<file path="config.mk">
export PLATFORM = sky130hd
export DESIGN_NAME = pkt_sg_writer
export DESIGN_NICKNAME = d
export VERILOG_FILES = /design/src/rtl/pkt_sg_writer.sv
export SDC_FILE = /design/constraint.sdc
export NUM_CORES = 1
export LEC_CHECK = 0
export ABC_AREA = 1
export CORE_MARGIN = 2
export CORE_UTILIZATION = 33
export CTS_BUF_LIST = sky130_fd_sc_hd__clkbuf_2 sky130_fd_sc_hd__clkbuf_4 sky130_fd_sc_hd__clkbuf_8
export CTS_CLUSTER_DIAMETER = 120
export DETAILED_ROUTE_END_ITERATION = 6
export GPL_TIMING_DRIVEN = 0
export PLACE_DENSITY_LB_ADDON = 0.05
export SETUP_SLACK_MARGIN = 0.05
export SYNTH_ARGS = -nofsm -noshare
export SYNTH_HDL_FRONTEND = slang
export SYNTH_SLANG_ARGS = --single-unit
</file>
<file path="constraint.sdc">
create_clock -name iClk -period 1.4 [get_ports iClk]
set_input_delay 0.14 -clock iClk [delete_from_list [all_inputs] [get_ports iClk]]
set_output_delay 0.14 -clock iClk [all_outputs]
set_load 0.005 [all_outputs]
</file>
<file path="src/rtl/pkt_sg_writer.sv">
// Scatter-gather packet writer: splits an input packet stream into fixed-size
// memory blocks, links the blocks into a list and emits one tag per packet.
module pkt_sg_writer #(
  parameter int DATA_W    = 32,
  parameter int ADDR_W    = 12,
  parameter int BLK_WORDS = 8,
  parameter int LEN_W     = 4,
  parameter int PRI_W     = 3,
  parameter int PORT_W    = 4
) (
  input  logic              iClk,
  input  logic              iRst_n,
  input  logic              iSop,
  input  logic              iEop,
  input  logic              iVld,
  input  logic [DATA_W-1:0] iData,
  output logic              oRdy,
  input  logic [ADDR_W-1:0] iEptyAddr,
  input  logic              iEptyAddrVld,
  output logic              oEptyAddrRdy,
  output logic [DATA_W-1:0] oPktData,
  output logic [ADDR_W-1:0] oPktAddr,
  output logic              oPktDataVld,
  output logic              oPktWrLast,
  input  logic              iMmuRdy,
  output logic [ADDR_W-1:0] oLaddr,
  output logic [ADDR_W-1:0] oLdata,
  output logic              oLaddrVld,
  output logic [ADDR_W-1:0] oTagFirAddr,
  output logic [LEN_W-1:0]  oTagLen,
  output logic [PRI_W-1:0]  oTagPri,
  output logic [PORT_W-1:0] oTagDstPort,
  output logic              oTagErr,
  output logic              oTagVld,
  input  logic              iTagRdy
);

  localparam int WCNT_W = (BLK_WORDS > 1) ? $clog2(BLK_WORDS) : 1;
  localparam logic [WCNT_W-1:0] LAST_WORD = WCNT_W'(BLK_WORDS - 1);
  localparam logic [LEN_W-1:0]  MAX_BLK   = '1;

  typedef enum logic [2:0] {IDLE, GET_ADDR, WRITE, DRAIN, TAG} state_t;

  state_t              state, state_nxt;
  logic [ADDR_W-1:0]   cur_addr;
  logic [WCNT_W-1:0]   word_cnt;
  logic [LEN_W-1:0]    blk_cnt;
  logic                err;
  logic                first_word;
  logic                rdy;
  logic                addr_rdy;
  logic                word_take;
  logic                addr_take;
  logic                tag_vld;
  logic                blk_end;

  assign tag_vld   = (state == TAG) && !oPktDataVld;
  assign word_take = (state == WRITE) && iVld && rdy;
  assign addr_take = addr_rdy && iEptyAddrVld;
  assign blk_end   = (word_cnt == LAST_WORD);

  // Ready is gated by reset so that every output reads 0 while held in reset.
  assign oRdy         = rdy & iRst_n;
  assign oEptyAddrRdy = addr_rdy;
  assign oTagVld      = tag_vld;
  assign oTagLen      = blk_cnt;
  assign oTagErr      = err;

  always_ff @(posedge iClk or negedge iRst_n) begin
    if (!iRst_n) state <= IDLE;
    else         state <= state_nxt;
  end

  always_comb begin
    state_nxt = state;
    rdy       = 1'b0;
    addr_rdy  = 1'b0;
    case (state)
      IDLE: begin
        rdy = !iSop;
        if (iVld && iSop) state_nxt = GET_ADDR;
      end
      GET_ADDR: begin
        addr_rdy = 1'b1;
        if (iEptyAddrVld) state_nxt = WRITE;
      end
      WRITE: begin
        rdy = !oPktDataVld || iMmuRdy;
        if (iVld && rdy) begin
          if (iEop)         state_nxt = TAG;
          else if (blk_end) state_nxt = (blk_cnt == MAX_BLK) ? DRAIN : GET_ADDR;
        end
      end
      DRAIN: begin
        rdy = 1'b1;
        if (iVld && iEop) state_nxt = TAG;
      end
      TAG: begin
        if (tag_vld && iTagRdy) state_nxt = IDLE;
      end
      default: state_nxt = IDLE;
    endcase
  end

  // blk_cnt holds the index of the current block, so it already equals the
  // tag length field; it saturates at MAX_BLK and the overflow goes to DRAIN.
  always_ff @(posedge iClk or negedge iRst_n) begin
    if (!iRst_n) begin
      cur_addr    <= '0;
      word_cnt    <= '0;
      blk_cnt     <= '0;
      err         <= 1'b0;
      first_word  <= 1'b0;
      oPktData    <= '0;
      oPktAddr    <= '0;
      oPktDataVld <= 1'b0;
      oPktWrLast  <= 1'b0;
      oLaddr      <= '0;
      oLdata      <= '0;
      oLaddrVld   <= 1'b0;
      oTagFirAddr <= '0;
      oTagPri     <= '0;
      oTagDstPort <= '0;
    end else begin
      oLaddrVld <= 1'b0;
      if (state == IDLE) first_word <= 1'b1;

      if (addr_take) begin
        cur_addr <= iEptyAddr;
        word_cnt <= '0;
        if (blk_cnt == '0) begin
          oTagFirAddr <= iEptyAddr;
        end else begin
          oLaddrVld <= 1'b1;
          oLaddr    <= cur_addr;
          oLdata    <= iEptyAddr;
        end
      end

      if (word_take) begin
        oPktData    <= iData;
        oPktAddr    <= cur_addr;
        oPktDataVld <= 1'b1;
        oPktWrLast  <= iEop || blk_end;
        word_cnt    <= word_cnt + 1'b1;
        first_word  <= 1'b0;
        if (first_word) begin
          oTagDstPort <= iData[PORT_W-1:0];
          oTagPri     <= iData[PORT_W+PRI_W-1:PORT_W];
        end
        if (!iEop && blk_end) begin
          if (blk_cnt == MAX_BLK) err <= 1'b1;
          else                    blk_cnt <= blk_cnt + 1'b1;
        end
      end else if (oPktDataVld && iMmuRdy) begin
        oPktDataVld <= 1'b0;
        oPktWrLast  <= 1'b0;
      end

      if (state == DRAIN) err <= 1'b1;

      if (tag_vld && iTagRdy) begin
        err     <= 1'b0;
        blk_cnt <= '0;
      end
    end
  end

endmodule

</file>
== Word level (Yosys, flattened, before mapping) ==
Cells that the tools add are included.

* Flip-flop bits (word level): 114
* Input port bits: 52
* Output and inout port bits: 98

* Add/sub/neg operators: 2
* Equal/unequal tests: 13
* Mux-type cells: 29
* Bitwise operators: 2
* Reduce and logical (&&, ||, !) cells: 31

{| class="wikitable"
|+ Operator list
! cell !! count
|-
| 3-bit two-way mux || 9
|-
| 4-bit two-way mux || 4
|-
| 3-bit case mux with 5 select lines || 1
|-
| 1-bit two-way mux || 13
|-
| 1-bit logical AND || 10
|-
| 2-bit nonzero test || 5
|-
| 3-bit nonzero test || 3
|-
| 3-bit by 2-bit equality test with 1-bit output (second input constant) || 2
|-
| 3-bit equality test (second input constant) || 2
|-
| 2-bit by 1-bit inequality test with 1-bit output (second input constant) || 3
|-
| 2-bit inequality test (second input constant) || 3
|-
| 2-bit AND reduction || 3
|-
| 3-bit AND reduction || 2
|-
| 6-bit AND reduction || 1
|-
| 4-bit by 1-bit adder with 4-bit output (second input constant) || 1
|-
| 4-bit equality test (second input constant) || 1
|-
| 4-bit logical NOT || 1
|-
| 3-bit by 1-bit adder with 3-bit output (second input constant) || 1
|-
| 3-bit by 1-bit equality test with 1-bit output (second input constant) || 1
|-
| 1-bit logical NOT || 3
|-
| 3-bit logical NOT || 1
|-
| 3-bit inequality test (second input constant) || 1
|-
| 1-bit case mux with 3 select lines || 1
|-
| 1-bit logical OR || 2
|-
| other kinds (3) || 3
|}

== Longest topological paths before layout ==
* Word-level depth: 7
* Gate-level depth with buffers: 10

== Worst setup path after synthesis ==
No wires, ideal clock.

* Path kind: register -> register
* From: reg state[2]
* To: reg oLaddr[10]
* Setup time: 0.128 ns
* Arrival time: 1.277 ns
* Slack: -0.006 ns
* Cell stages (with the launch flop): 9
* Path buffers: 2
* Clock period less this slack: 1.406 ns
* Path through: dfrtp_1 -> nor2_2 -> nand2_2 -> nor2_8 -> nand2_2 -> buf_2 -> buf_6 -> nand2_1 -> o21ai_1

* Word-level cells in the longest chain between the ends: 4

{| class="wikitable"
|+ Ends and longest elaborated chain
! item !! RTL line !! source
|-
| start: declaration || 44 || <nowiki>state_t state, state_nxt;</nowiki>
|-
| start signal: assignment || 71 || <nowiki>else state <= state_nxt;</nowiki>
|-
| 3-bit by 1-bit equality test with 1-bit output || 78 || <nowiki>case (state)</nowiki>
|-
| 1-bit two-way mux || 78 ||
|-
| 1-bit logical AND || 59 || <nowiki>assign addr_take = addr_rdy && iEptyAddrVld;</nowiki>
|-
| 2-bit AND reduction (no source line) || n/a ||
|-
| end signal: assignment || 135 || <nowiki>oLaddr <= cur_addr;</nowiki>
|-
| end: declaration || 26 || <nowiki>output logic [ADDR_W-1:0] oLaddr,</nowiki>
|}

Every way passes these cells.
A chain may end at the register's enable or synchronous reset.

== Final worst setup path ==
* From: reg state[0]
* To: reg oPktData[17]

* Word-level cells in the longest chain between the ends: 3
* Elaborated cells on any way between the ends: 6
* Classes of those cells: eq/ne (2); mux (1); reduce/logical (3)

{| class="wikitable"
|+ Ends and longest elaborated chain
! item !! RTL line !! source
|-
| 3-bit by 2-bit equality test with 1-bit output (tied with other cells) || 78 ||
|-
| 1-bit case mux with 3 select lines or 1-bit logical AND (tied branches) || 78, 58 ||
|-
| 1-bit logical AND * || 58 || <nowiki>assign word_take = (state == WRITE) && iVld && rdy;</nowiki>
|-
| end signal: assignment || 141 || <nowiki>oPktData <= iData;</nowiki>
|-
| end: declaration || 21 || <nowiki>output logic [DATA_W-1:0] oPktData,</nowiki>
|}

Mark *: on every way between the ends. The rest lies on a longest branch, timed or not.

==> key figures <==
Critical path
  – Crit path launch type: flop
  – Worst Reg-to-Reg Cells: 11
  – Worst-path fanout max: 8
  – Top Family by Delay on Critical Path: buffers and inverters
  – R2R Path End: oPktData[17]$_DFFE_PN0P_
  – Data arrival, critical path: 1970 ps
  – Cells along the critical path: buf_6, buf_6, nand3_4, nand3_2, buf_6, nand2_8, buf_16, inv_16, clkbuf_16, nand2_1, nand2_1
  – Setup crit end kind: flop
  – Worst path most repeated cell: buf_6
  – Worst endpoint required time: 1720 ps
  – Setup CP Type: reg -> reg
  – CP Buf/Inv Count: 6
  – Worst path slowest cell: dfrtp_2
  – Reg2reg start: state[0]$_DFFE_PN0P_
  – Flop-to-flop setup slack: -250 ps
  – Max stage delay on crit path: 410 ps

Final layout
  – Final instance area: 8104 µm²
  – Nets: 813
  – ANT cells: 0
  – Multi-input gate area: 1849 µm²
  – Most frequent cells in the layout: nand2_1, dfrtp_1, dlygate4sd2_1
  – Share of cells above drive strength 1: 28.18%
  – Synth-to-layout area growth: 73.23%
  – Fin cells: 950
  – Fillers: 1,271
  – FF+latch area: 2859 µm²
  – Most common cell after layout, fill and taps aside: nand2_1

Synthesis
  – Sequential area share after synthesis: 60.98%
  – Mapped Area: 4678 µm²
  – Ys flop type: dfrtp_1
  – Post-synth ARST share: 100.0%
  – Yosys warns: 0
  – Synth Register Bits: 114
  – Area contributors post-synth: dfrtp_1, nand2_1, o21ai_0
  – Synthesized area per cell: 9.066 µm²
  – Netlist cell types: 26
  – Cell taking the most area after synthesis: dfrtp_1
  – Syn Nets: 572
  – Post-synth top area share: 60.98%
  – Cell count after synthesis: 516
  – Number of synthesized flops with an enable pin: 0

Die
  – Die width: 123.1 µm
  – Starting Density: 33.70%
  – Vert. Die Dim: 123.1 µm
  – DIE AREA: 15,150 µm²
  – Num rows: 43
  – Num ports: 150
  – Placeable Area: 13,880 µm²

Clock network
  – Root cell of the clock tree: clkbuf_8
  – CTS buffer count: 17
  – Worst-Skew Late Latency: 430 ps
  – Clock Path Buffers: 2
  – H-tree depth: 4
  – Reg clk slew, reported paths: 70 ps
  – Clock sinks: 114
  – CTS tree: done

STA
  – Fin. Hold Viols: 0
  – Period utilization: 117.8%
  – Relative slew slack: 66.99%
  – Fmax: 606.5 MHz
  – Worst slew pin tran: 495.1 ps
  – RSZ-0062 raised after global routing: true
  – Final Max Slew Viols: 0
  – Final Skew: 9.419 ps
  – Final WS setup: -248.9 ps
  – TNS Setup: -21,490 ps
  – Hold slack: 118.9 ps
  – Final setup fails: 114
  – Tmin final: 1649 ps

GRT
  – Initial antenna violation count: 0
  – Largest net degree at the start of global routing: 99
  – Vias in the first global route: 4,337
  – Gr usage total: 19.45%
  – First-pass GRT wire length: 22.18 mm
  – GRT overflow: 0

Routing
  – # DRC: 0
  – Iter 0 DRT Violations: 295
  – Drt total wl: 14.12 mm
  – Via count: 4,305
  – Vias per Instance: 4.532
  – WL/cell: 14.86 µm
  – ANT nets after route: 0
  – DRT Pass-1 Iters: 4

Place
  – Pre-CTS WS: -352.9 ps
  – Placed Cells: 846
  – Detailed placement HPWL: 8.902 mm
  – GP Congestion: 0.8470
  – Number of port buffers: 149
  – Placed cell area: 6435 µm²

Flow run
  – Max-Cap Viols: 0

Status
  – Failing checks: negative setup slack
  – Status: complete, but fails checks

Power
  – Worst IR Drop VDD: 1.115 mV
  – Leak: 0.004285 µW
  – PD cells: 1969 nW/µm²

Worst hold path
  – Hold WC Path Type: in -> async
## Yosys cell counts (2+ instances only)
library cell / n
nand4_1: 3
a21oi_1: 3
xor2_1: 2
nand3_2: 2
o21ai_2: 5
o21ai_0: 49
nor2_1: 11
clkbuf_1: 5
inv_1: 45
inv_2: 3
dfrtp_1: 114
buf_4: 3
nor2_2: 3
nand2_1: 214
buf_6: 7
nand2_2: 3
o21ai_1: 10
nand3_1: 21
buf_2: 3
ha_1: 4
## flip-flops by register name, indices dropped and copies added (netlist names)
signal	count
first_word	1
oTagErr	1
word_cnt	3
oPktData	32
oLaddrVld	1
oTagDstPort	4
oTagFirAddr	12
oPktWrLast	1
oTagLen	4
oTagPri	3
cur_addr	12
state	3
oLaddr	12
oPktDataVld	1
oLdata	12
oPktAddr	12
## routing by layer
| layer | routed length [µm] | global-route usage (%) |
|---|---|---|
| met4 | 184 | 7.173 |
| met1 | 6124 | 24.39 |
| met3 | 691 | 4.843 |
| met5 | 0 | 0 |
| met2 | 7117 | 32.56 |
## cells by family (layout without fill, tap and decap cells)
group                      Yosys count  count (layout)  share of synthesized area, %
AOI/OAI and AO/OA                   68              68                         7.756
xor gates and xnor gates             2               2                        0.3745
adders and majority gates            4               4                         1.070
buffers and inverters               68             322                         7.087
DFF                                114             114                         60.98
and+or+nand+nor                    260             260                         22.73
## worst max-delay path by stage
stage | startpoint | endpoint | slack [ps] | cells after the start
5_1_grt | state[2]$_DFFE_PN0P_ | oRdy | -320 | 7
3_3_place_gp | iRst_n | oPktData[24]$_DFFE_PN0P_ | -4380 | 1
6_report | state[0]$_DFFE_PN0P_ | oPktData[17]$_DFFE_PN0P_ | -250 | 11
2_1_floorplan | state[2]$_DFFE_PN0P_ | oPktData[10]$_DFFE_PN0P_ | 20 | 8
4_1_cts | state[0]$_DFFE_PN0P_ | oRdy | -240 | 7
3_5_place_dp | iMmuRdy | oPktAddr[5]$_DFFE_PN0P_ | -350 | 8
## layout make-up
type	count	share of cell area [%]
Buffer	19	4.061
Tap cell	180	2.779
Timing Repair Buffer	221	27.17
Sequential cell	114	35.28
Timing Repair inverter	1	0.1390
Clock buffer	28	4.292
Multi-Input combinational cell	334	22.82
Inverter	49	2.594
Clock inverter	4	0.8646
## where the power goes
| part | total (µW) | switching, µW | internal (µW) |
|---|---|---|---|
| Combinational | 7170 | 3240 | 3940 |
| Sequential | 5570 | 810 | 4760 |
| Clock | 3210 | 1280 | 1940 |
| Total | 16000 | 5320 | 10600 |
## metrics by stage
step | util, % | total power [µW]
finish | 58.38 | 15960
global route | 58.38 | 17090
CTS | 56.83 | 15710
detailed placement | 46.36 | 11250
global placement | 46.15 | 11140
floorplan | - | 7779
## timing repair
action	4_1_cts	5_1_grt
endpoints found under the setup margin	212	119
hold buffers	1	0
hold endpoints to repair	114	0
gates resized for setup	259	59
cloned	11	2
pin swaps	31	10
buffers inserted	56	4
## worst reg2reg max path, stage by stage, from the launching register on
cell	delay (ps)
dfrtp_2	410
buf_6	130
buf_6	110
nand3_4	70
nand3_2	90
buf_6	150
nand2_8	80
buf_16	190
inv_16	70
clkbuf_16	150
nand2_1	50
nand2_1	50
Power figures use the tool's default switching activity.
